`src/rtl/adc_sample_packer.sv`:
```
// Multi-channel ADC capture packer (rf_clk domain).
// Each channel is requantised IN_W -> OUT_W, buffered in its own FIFO, then
// all channels are merged into one sample-major interleaved output beat.
// A capture is cfg_beats output beats long and ends with tlast; a FIFO
// overflow on any channel aborts the capture.
//
// Handshake: a beat moves across an AXI-Stream port on a rising edge where
// tvalid and tready are both high. Once m_axis_tvalid is high, m_axis_tdata
// and m_axis_tlast stay stable until that handshake (the one exception is
// tlast, which is forced high when the capture aborts). s_axis_tready is
// always high, so an input beat is "offered" whenever its tvalid is high and
// is either taken or silently discarded.
module adc_sample_packer #(
  parameter int NUM_CH     = 6,
  parameter int SPB        = 4,
  parameter int IN_W       = 16,
  parameter int OUT_W      = 8,
  parameter int FIFO_DEPTH = 16,
  parameter int CNT_W      = 32
) (
  input  logic                          rf_clk,
  input  logic                          rf_rstb,
  input  logic [NUM_CH*SPB*IN_W-1:0]    s_axis_tdata,
  input  logic [NUM_CH-1:0]             s_axis_tvalid,
  output logic [NUM_CH-1:0]             s_axis_tready,
  output logic [NUM_CH*SPB*OUT_W-1:0]   m_axis_tdata,
  output logic                          m_axis_tvalid,
  input  logic                          m_axis_tready,
  output logic                          m_axis_tlast,
  input  logic                          cfg_start,
  input  logic                          cfg_round,
  input  logic [CNT_W-1:0]              cfg_beats,
  output logic                          busy,
  output logic                          done,
  output logic                          overflow,
  output logic [CNT_W-1:0]              drop_cnt,
  output logic [1:0]                    dbg_state
);

  localparam int SH = IN_W - OUT_W;
  localparam int AW = $clog2(FIFO_DEPTH);
  localparam int CW = SPB * OUT_W;
  localparam int OW = NUM_CH * CW;
  localparam int MAXI = (1 << (OUT_W - 1)) - 1;
  localparam logic signed [IN_W:0] MAXV = MAXI[IN_W:0];
  localparam logic signed [IN_W:0] MINV = ~MAXV;
  localparam logic signed [IN_W:0] HALF = (IN_W + 1)'(1) << (SH - 1);

  typedef enum logic [1:0] {
    S_IDLE    = 2'd0,
    S_CAPTURE = 2'd1,
    S_DONE    = 2'd2,
    S_ABORT   = 2'd3
  } state_t;

  state_t            state_q, state_d;
  logic [CNT_W-1:0]  beats_q;
  logic              round_q;
  logic [CNT_W-1:0]  in_cnt_q [NUM_CH];
  logic [CNT_W-1:0]  out_cnt_q;
  logic [CNT_W-1:0]  drop_q;
  logic              ovf_q;
  logic [OW-1:0]     out_data_q;
  logic              out_valid_q;
  logic              out_last_q;

  logic [CW-1:0]     mem [NUM_CH][FIFO_DEPTH];
  logic [AW:0]       wr_ptr_q [NUM_CH];
  logic [AW:0]       rd_ptr_q [NUM_CH];

  logic [CW-1:0]     q_word [NUM_CH];
  logic [OW-1:0]     merged;
  logic [NUM_CH-1:0] fifo_full, fifo_empty, push, drop;
  logic              any_drop, pop, out_hs, start_ok, flush;
  logic [CNT_W-1:0]  drop_nx;

  // Requantise one signed sample: arithmetic shift, optionally rounded
  // half-up and saturated (sum is formed one bit wider than the input).
  function automatic logic [OUT_W-1:0] requant(input logic [IN_W-1:0] smp,
                                               input logic rnd);
    logic signed [IN_W:0] ext;
    logic signed [IN_W:0] shf;
    ext = signed'({smp[IN_W-1], smp});
    if (!rnd) begin
      shf = ext >>> SH;
      return shf[OUT_W-1:0];
    end
    shf = (ext + HALF) >>> SH;
    if (shf > MAXV) return MAXV[OUT_W-1:0];
    if (shf < MINV) return MINV[OUT_W-1:0];
    return shf[OUT_W-1:0];
  endfunction

  // Requantise every channel's input beat ahead of its FIFO write.
  always_comb begin
    q_word = '{default: '0};
    for (int c = 0; c < NUM_CH; c++) begin
      for (int s = 0; s < SPB; s++) begin
        q_word[c][s*OUT_W +: OUT_W] =
          requant(s_axis_tdata[(c*SPB + s)*IN_W +: IN_W], round_q);
      end
    end
  end

  // Per-channel FIFO status, input acceptance and overflow detection.
  always_comb begin
    fifo_full  = '0;
    fifo_empty = '0;
    push       = '0;
    drop       = '0;
    for (int c = 0; c < NUM_CH; c++) begin
      fifo_full[c]  = (wr_ptr_q[c] - rd_ptr_q[c]) == (AW + 1)'(FIFO_DEPTH);
      fifo_empty[c] = (wr_ptr_q[c] == rd_ptr_q[c]);
      if (state_q == S_CAPTURE && s_axis_tvalid[c] && in_cnt_q[c] < beats_q) begin
        push[c] = !fifo_full[c];
        drop[c] = fifo_full[c];
      end
    end
  end

  assign any_drop = |drop;
  assign out_hs   = out_valid_q && m_axis_tready;
  assign start_ok = (state_q == S_IDLE) && cfg_start && (cfg_beats != '0);
  // Pop every FIFO together; never on the cycle an overflow aborts.
  assign pop      = (state_q == S_CAPTURE) && !any_drop && (&(~fifo_empty)) &&
                    (!out_valid_q || out_hs) && (out_cnt_q < beats_q);
  assign flush    = start_ok ||
                    (state_q == S_ABORT && (!out_valid_q || out_hs));

  // Sample-major interleave of the FIFO heads into one output word.
  always_comb begin
    merged = '0;
    for (int c = 0; c < NUM_CH; c++) begin
      for (int s = 0; s < SPB; s++) begin
        merged[(s*NUM_CH + c)*OUT_W +: OUT_W] =
          mem[c][rd_ptr_q[c][AW-1:0]][s*OUT_W +: OUT_W];
      end
    end
  end

  // Saturating drop counter increment by the number of dropped beats.
  always_comb begin
    logic [CNT_W-1:0] n_drop;
    logic [CNT_W:0]   sum;
    n_drop = '0;
    for (int c = 0; c < NUM_CH; c++) n_drop = n_drop + CNT_W'(drop[c]);
    sum     = {1'b0, drop_q} + {1'b0, n_drop};
    drop_nx = sum[CNT_W] ? '1 : sum[CNT_W-1:0];
  end

  // FSM next-state logic.
  always_comb begin
    state_d = state_q;
    case (state_q)
      S_IDLE:    if (start_ok) state_d = S_CAPTURE;
      S_CAPTURE: begin
        if (any_drop)                  state_d = S_ABORT;
        else if (out_hs && out_last_q) state_d = S_DONE;
      end
      S_DONE:    state_d = S_IDLE;
      S_ABORT:   if (!out_valid_q || out_hs) state_d = S_IDLE;
      default:   state_d = S_IDLE;
    endcase
  end

  // FSM state register.
  always_ff @(posedge rf_clk or negedge rf_rstb) begin
    if (!rf_rstb) state_q <= S_IDLE;
    else          state_q <= state_d;
  end

  // FIFO storage (no reset needed; pointers define validity).
  always_ff @(posedge rf_clk) begin
    for (int c = 0; c < NUM_CH; c++) begin
      if (push[c]) mem[c][wr_ptr_q[c][AW-1:0]] <= q_word[c];
    end
  end

  // FIFO pointers and per-channel input beat counters.
  always_ff @(posedge rf_clk or negedge rf_rstb) begin
    if (!rf_rstb) begin
      for (int c = 0; c < NUM_CH; c++) begin
        wr_ptr_q[c] <= '0;
        rd_ptr_q[c] <= '0;
        in_cnt_q[c] <= '0;
      end
    end else begin
      for (int c = 0; c < NUM_CH; c++) begin
        if (flush) begin
          wr_ptr_q[c] <= '0;
          rd_ptr_q[c] <= '0;
        end else begin
          if (push[c]) wr_ptr_q[c] <= wr_ptr_q[c] + 1'b1;
          if (pop)     rd_ptr_q[c] <= rd_ptr_q[c] + 1'b1;
        end
        if (start_ok)     in_cnt_q[c] <= '0;
        else if (push[c]) in_cnt_q[c] <= in_cnt_q[c] + 1'b1;
      end
    end
  end

  // Capture configuration, output counter, drop counter and overflow flag.
  always_ff @(posedge rf_clk or negedge rf_rstb) begin
    if (!rf_rstb) begin
      beats_q   <= '0;
      round_q   <= 1'b0;
      out_cnt_q <= '0;
      drop_q    <= '0;
      ovf_q     <= 1'b0;
    end else if (start_ok) begin
      beats_q   <= cfg_beats;
      round_q   <= cfg_round;
      out_cnt_q <= '0;
      drop_q    <= '0;
      ovf_q     <= 1'b0;
    end else begin
      if (pop)      out_cnt_q <= out_cnt_q + 1'b1;
      if (any_drop) begin
        drop_q <= drop_nx;
        ovf_q  <= 1'b1;
      end
    end
  end

  // Registered output slice; loads a merged beat whenever it is free.
  always_ff @(posedge rf_clk or negedge rf_rstb) begin
    if (!rf_rstb) begin
      out_data_q  <= '0;
      out_valid_q <= 1'b0;
      out_last_q  <= 1'b0;
    end else if (pop) begin
      out_data_q  <= merged;
      out_valid_q <= 1'b1;
      out_last_q  <= (out_cnt_q + 1'b1) == beats_q;
    end else if (out_hs || start_ok) begin
      out_valid_q <= 1'b0;
      out_last_q  <= 1'b0;
    end
  end

  assign s_axis_tready = '1;
  assign m_axis_tdata  = out_data_q;
  assign m_axis_tvalid = out_valid_q;
  assign m_axis_tlast  = out_valid_q && (out_last_q || state_q == S_ABORT);
  assign busy          = (state_q != S_IDLE);
  assign done          = (state_q == S_DONE);
  assign overflow      = ovf_q;
  assign drop_cnt      = drop_q;
  assign dbg_state     = state_q;

endmodule
```
`config.mk`:
```
export PLATFORM = sky130hd
export DESIGN_NAME = adc_sample_packer
export DESIGN_NICKNAME = d
export VERILOG_FILES = /design/src/rtl/adc_sample_packer.sv
export SDC_FILE = /design/constraint.sdc
export NUM_CORES = 2
export LEC_CHECK = 0
export ABC_AREA = 1
export ABC_CLOCK_PERIOD_IN_PS = 10500
export CORE_MARGIN = 4
export CORE_UTILIZATION = 40
export DETAILED_ROUTE_END_ITERATION = 10
export GPL_TIMING_DRIVEN = 0
export HOLD_SLACK_MARGIN = 0.03
export MAX_ROUTING_LAYER = met4
export SYNTH_ARGS = -nofsm -noshare
export SYNTH_HDL_FRONTEND = slang
export SYNTH_SLANG_ARGS = --single-unit
```
`constraint.sdc`:
```
create_clock -name rf_clk -period 10.5 [get_ports rf_clk]
set_clock_uncertainty 0.1 [all_clocks]
set_input_delay 2.1 -clock rf_clk [delete_from_list [all_inputs] [get_ports rf_clk]]
set_output_delay 2.1 -clock rf_clk [all_outputs]
set_load 0.05 [all_outputs]
```
==> summary.md <==
| Metric | Value |
|---|---|
| Crit-path slowest cell | `clkbuf_1` |
| Leading area contributor after synthesis | `edfxtp_1` |
| Netlist cell types | `56` |
| Final GP Congestion | `0.9675` |
| Crit path required time | `11.27 ns` |
| CP arrival | `8.31 ns` |
| IO Pins | `664` |
| Place WS | `2.816 ns` |
| Clk pwr share | `27.4%` |
| Via count | `120523` |
| Hold buffer count at cts | `0` |
| Synth Register Bits | `3618` |
| Sw Pwr | `19.72 mW` |
| CTS Buf Count | `387` |
| Clk slew on worst S/H paths | `0.06 ns` |
| CTS Buffer Depth | `4` |
| Comb pwr share | `34.4%` |
| Root buf cell | `clkbuf_16` |
| Post-route ant nets | `0` |
| PostCTS Resize Cnt | `0` |
| First-pass DRT Iterations | `9` |
| Post-synthesis sequential area ratio | `66.95%` |
| Core outline area | `0.3931 sq mm` |
| Worst-Margin Slew | `1.554 ns` |
| Gate Count Post-Synth | `14165` |
| Synth Flop Type | `edfxtp_1` |
| Worst slew margin | `-3.630%` |
| Area Overhead vs Synth | `17.82%` |
| Status | `complete, but fails checks` |
| Period utilization | `71.85%` |
| Number of synthesized flops with an enable pin | `3072` |
| TNS Setup | `0 ns` |
| Sequential cell area | `0.1059 sq mm` |
| DR DRC count | `0` |
| Share of cells above drive strength 1 | `6.379%` |
| Tot GR Track Use | `29.64%` |
| Antenna violations before repair | `58` |
| Worst-skew pair later-pin latency | `0.99 ns` |
| Synth area leaders | `edfxtp_1 58%, dfrtp_1 8.6%, o21ai_0 6.0%` |
| Nets | `15956` |
| Largest net degree at the start of global routing | `97` |
| H-tree depth | `5` |
| Failing checks | `capacitance limit, slew limit` |
| LEAKAGE | `66.09 nW` |
| RSZ-0062 raised after global routing | `false` |
| Cell Pwr Density | `267.7 mW/mm^2` |
| Worst min path class | `reg -> reg` |
| CP startpoint kind | `flop` |
| CTS tree | `done` |
| Max-cap violations | `3` |
| Setup-failing EPs final | `0` |
| IO buf count | `489` |
| Fill count | `35808` |
| Max incr delay on CP | `0.74 ns` |
| Achievable Freq | `0.1326 GHz` |
| Sequential Power Share | `38.2%` |
| Mapped Area | `0.1582 sq mm` |
| Placed insts | `20037` |
| Vias/cell | `5.785` |
| Die Wd | `636.9 um` |
| Drt wl/cell | `28.97 um` |
| P_int | `30.17 mW` |
| Most frequent CP cell | `inv_1` |
| GRT overflow | `0` |
| Slew Viols, Final | `66` |
| Initial core utilization | `40.25%` |
| Final Hold Fails | `0` |
| Die H | `636.9 um` |
| Detailed Route WL | `603500 um` |
| DPL Wire Length | `426600 um` |
| Finished Layout Cells | `20833` |
| Avg Inst Size Synth | `11.17 sq um` |
| Number of global-route vias before repair | `113925` |
| FFs w/ async S/R, synth | `15.09%` |
| Core Rows | `230` |
| Final WS setup | `2.956 ns` |
| Utilization after layout | `47.42%` |
| Global-route wire length before repair | `842700 um` |
| CP Class | `reg -> reg` |
| Setup Fix Bufs, Post-CTS | `0` |
| CTS sink cnt | `3618` |
| Max IR drop VDD | `0.1822 mV` |
| Yosys warning count | `0` |
| Full die area | `0.4056 sq mm` |
| Setup slack, reg-to-reg | `2.96 ns` |
| Sw Ratio | `39.53%` |
| 1st-iter DRT viols | `15226` |
| Multi-input gate area | `0.04754 sq mm` |
| CP max FO | `10` |
| Crit path time final | `7.544 ns` |
| Critical path endpoint category | `flop` |
| Synth top area share | `58.31%` |
| Hold slack | `0.3845 ns` |
cells in the mapped netlist (all sizes together) (4+ instances only):
library cell,number
a21boi,14
a21oi,407
a22oi,55
a31o,8
a31oi,56
a32o,160
buf,120
clkbuf,679
clkinv,5
dfrtp,546
edfxtp,3072
fa,4
ha,306
inv,657
nand2,1934
nand3,426
nand3b,53
nand4,102
nor2,2104
nor3,166
nor3b,10
nor4,68
o21a,24
o21ai,2072
o21bai,8
o221ai,85
o22ai,700
o31ai,24
or2,12
xnor2,45
xor2,223
final timing paths:
kind / cells after the start / end / from
max: 34 / drop_cnt[18] / rd_ptr_q[16]
min: 2 / m_axis_tdata[12] / m_axis_tdata[12]
max reg2reg: 34 / drop_cnt[18] / rd_ptr_q[16]
min reg2reg: 2 / m_axis_tdata[12] / m_axis_tdata[12]
max in group asynchronous: 4 / m_axis_tdata[100] / rf_rstb
min in group asynchronous: 1 / drop_cnt[28] / rf_rstb
cells in the final DEF (no fill, tap or decap), types with 55 or more instances in the layout:
cell / n
a21oi_1: 390
a22oi_1: 55
a31oi_1: 55
a32o_1: 160
buf_12: 74
buf_2: 76
clkbuf_1: 763
clkbuf_16: 393
clkdlybuf4s50_1: 488
clkinv_1: 69
clkinv_2: 57
dfrtp_1: 546
diode_2: 61
edfxtp_1: 3072
ha_1: 306
inv_1: 648
nand2_1: 1933
nand3_1: 426
nand4_1: 101
nor2_1: 2002
nor2_4: 96
nor3_1: 163
nor4_1: 67
o21ai_0: 1887
o21ai_1: 182
o221ai_1: 85
o22ai_1: 700
xor2_1: 223
worst max-delay path, delay by kind of cell, from the launching register on:
kind	cells	cell delay, ns
buf+inv	10	2.01
flops	1	0.53
simple gates	14	2.13
compound gates	5	0.56
fa+ha+maj	5	2.09
final cells by class:
cell class	count	share of cell area, %
flip-flops and latches	3618	56.82
multi-input cells	9091	25.50
clock buffers	530	5.692
repair buffers	660	4.354
well taps	5220	3.504
plain buffers	799	1.698
inverters	662	1.333
clock inverters	192	1.014
diodes	61	0.08189
stage by stage:
step	area, sq um	power (mW)
after floorplan	158200	27.72
after global placement	169700	35.55
after detailed placement	173600	36.22
after CTS	186100	49.73
after global routing	186400	51.66
final	186400	49.90
sequential cells by signal, summed over array words and instances (netlist names):
signal / flops
rd_ptr_q: 30
out_cnt_q: 32
mem: 3072
in_cnt_q: 192
beats_q: 32
wr_ptr_q: 30
m_axis_tdata: 192
round_q: 1
drop_cnt: 32
m_axis_tvalid: 1
dbg_state: 2
overflow: 1
out_last_q: 1
metal layers:
metal	track usage, %	wire, um
met2	44.60	271100
met3	5.210	57540
met5	-	0
met4	15.52	36880
met1	38.47	238000
power by group through the flow:
stage	Sequential [mW]	Combinational, mW	Clock, mW
finish	19.1	17.2	13.7
global route	19.2	18.2	14.3
CTS	19.1	16.9	13.7
detailed placement	19.3	16.9	0
global placement	19.5	16.1	0
floorplan	20.2	7.54	0
kinds of logic after synthesis:
group,share of synthesized area [%]
xor+xnor,1.484
simple gates,12.53
flops,66.95
compound gates,13.03
buf+inv,3.541
fa+ha+maj,2.471
other cells,0.002370
Power figures use the tool's default switching activity.
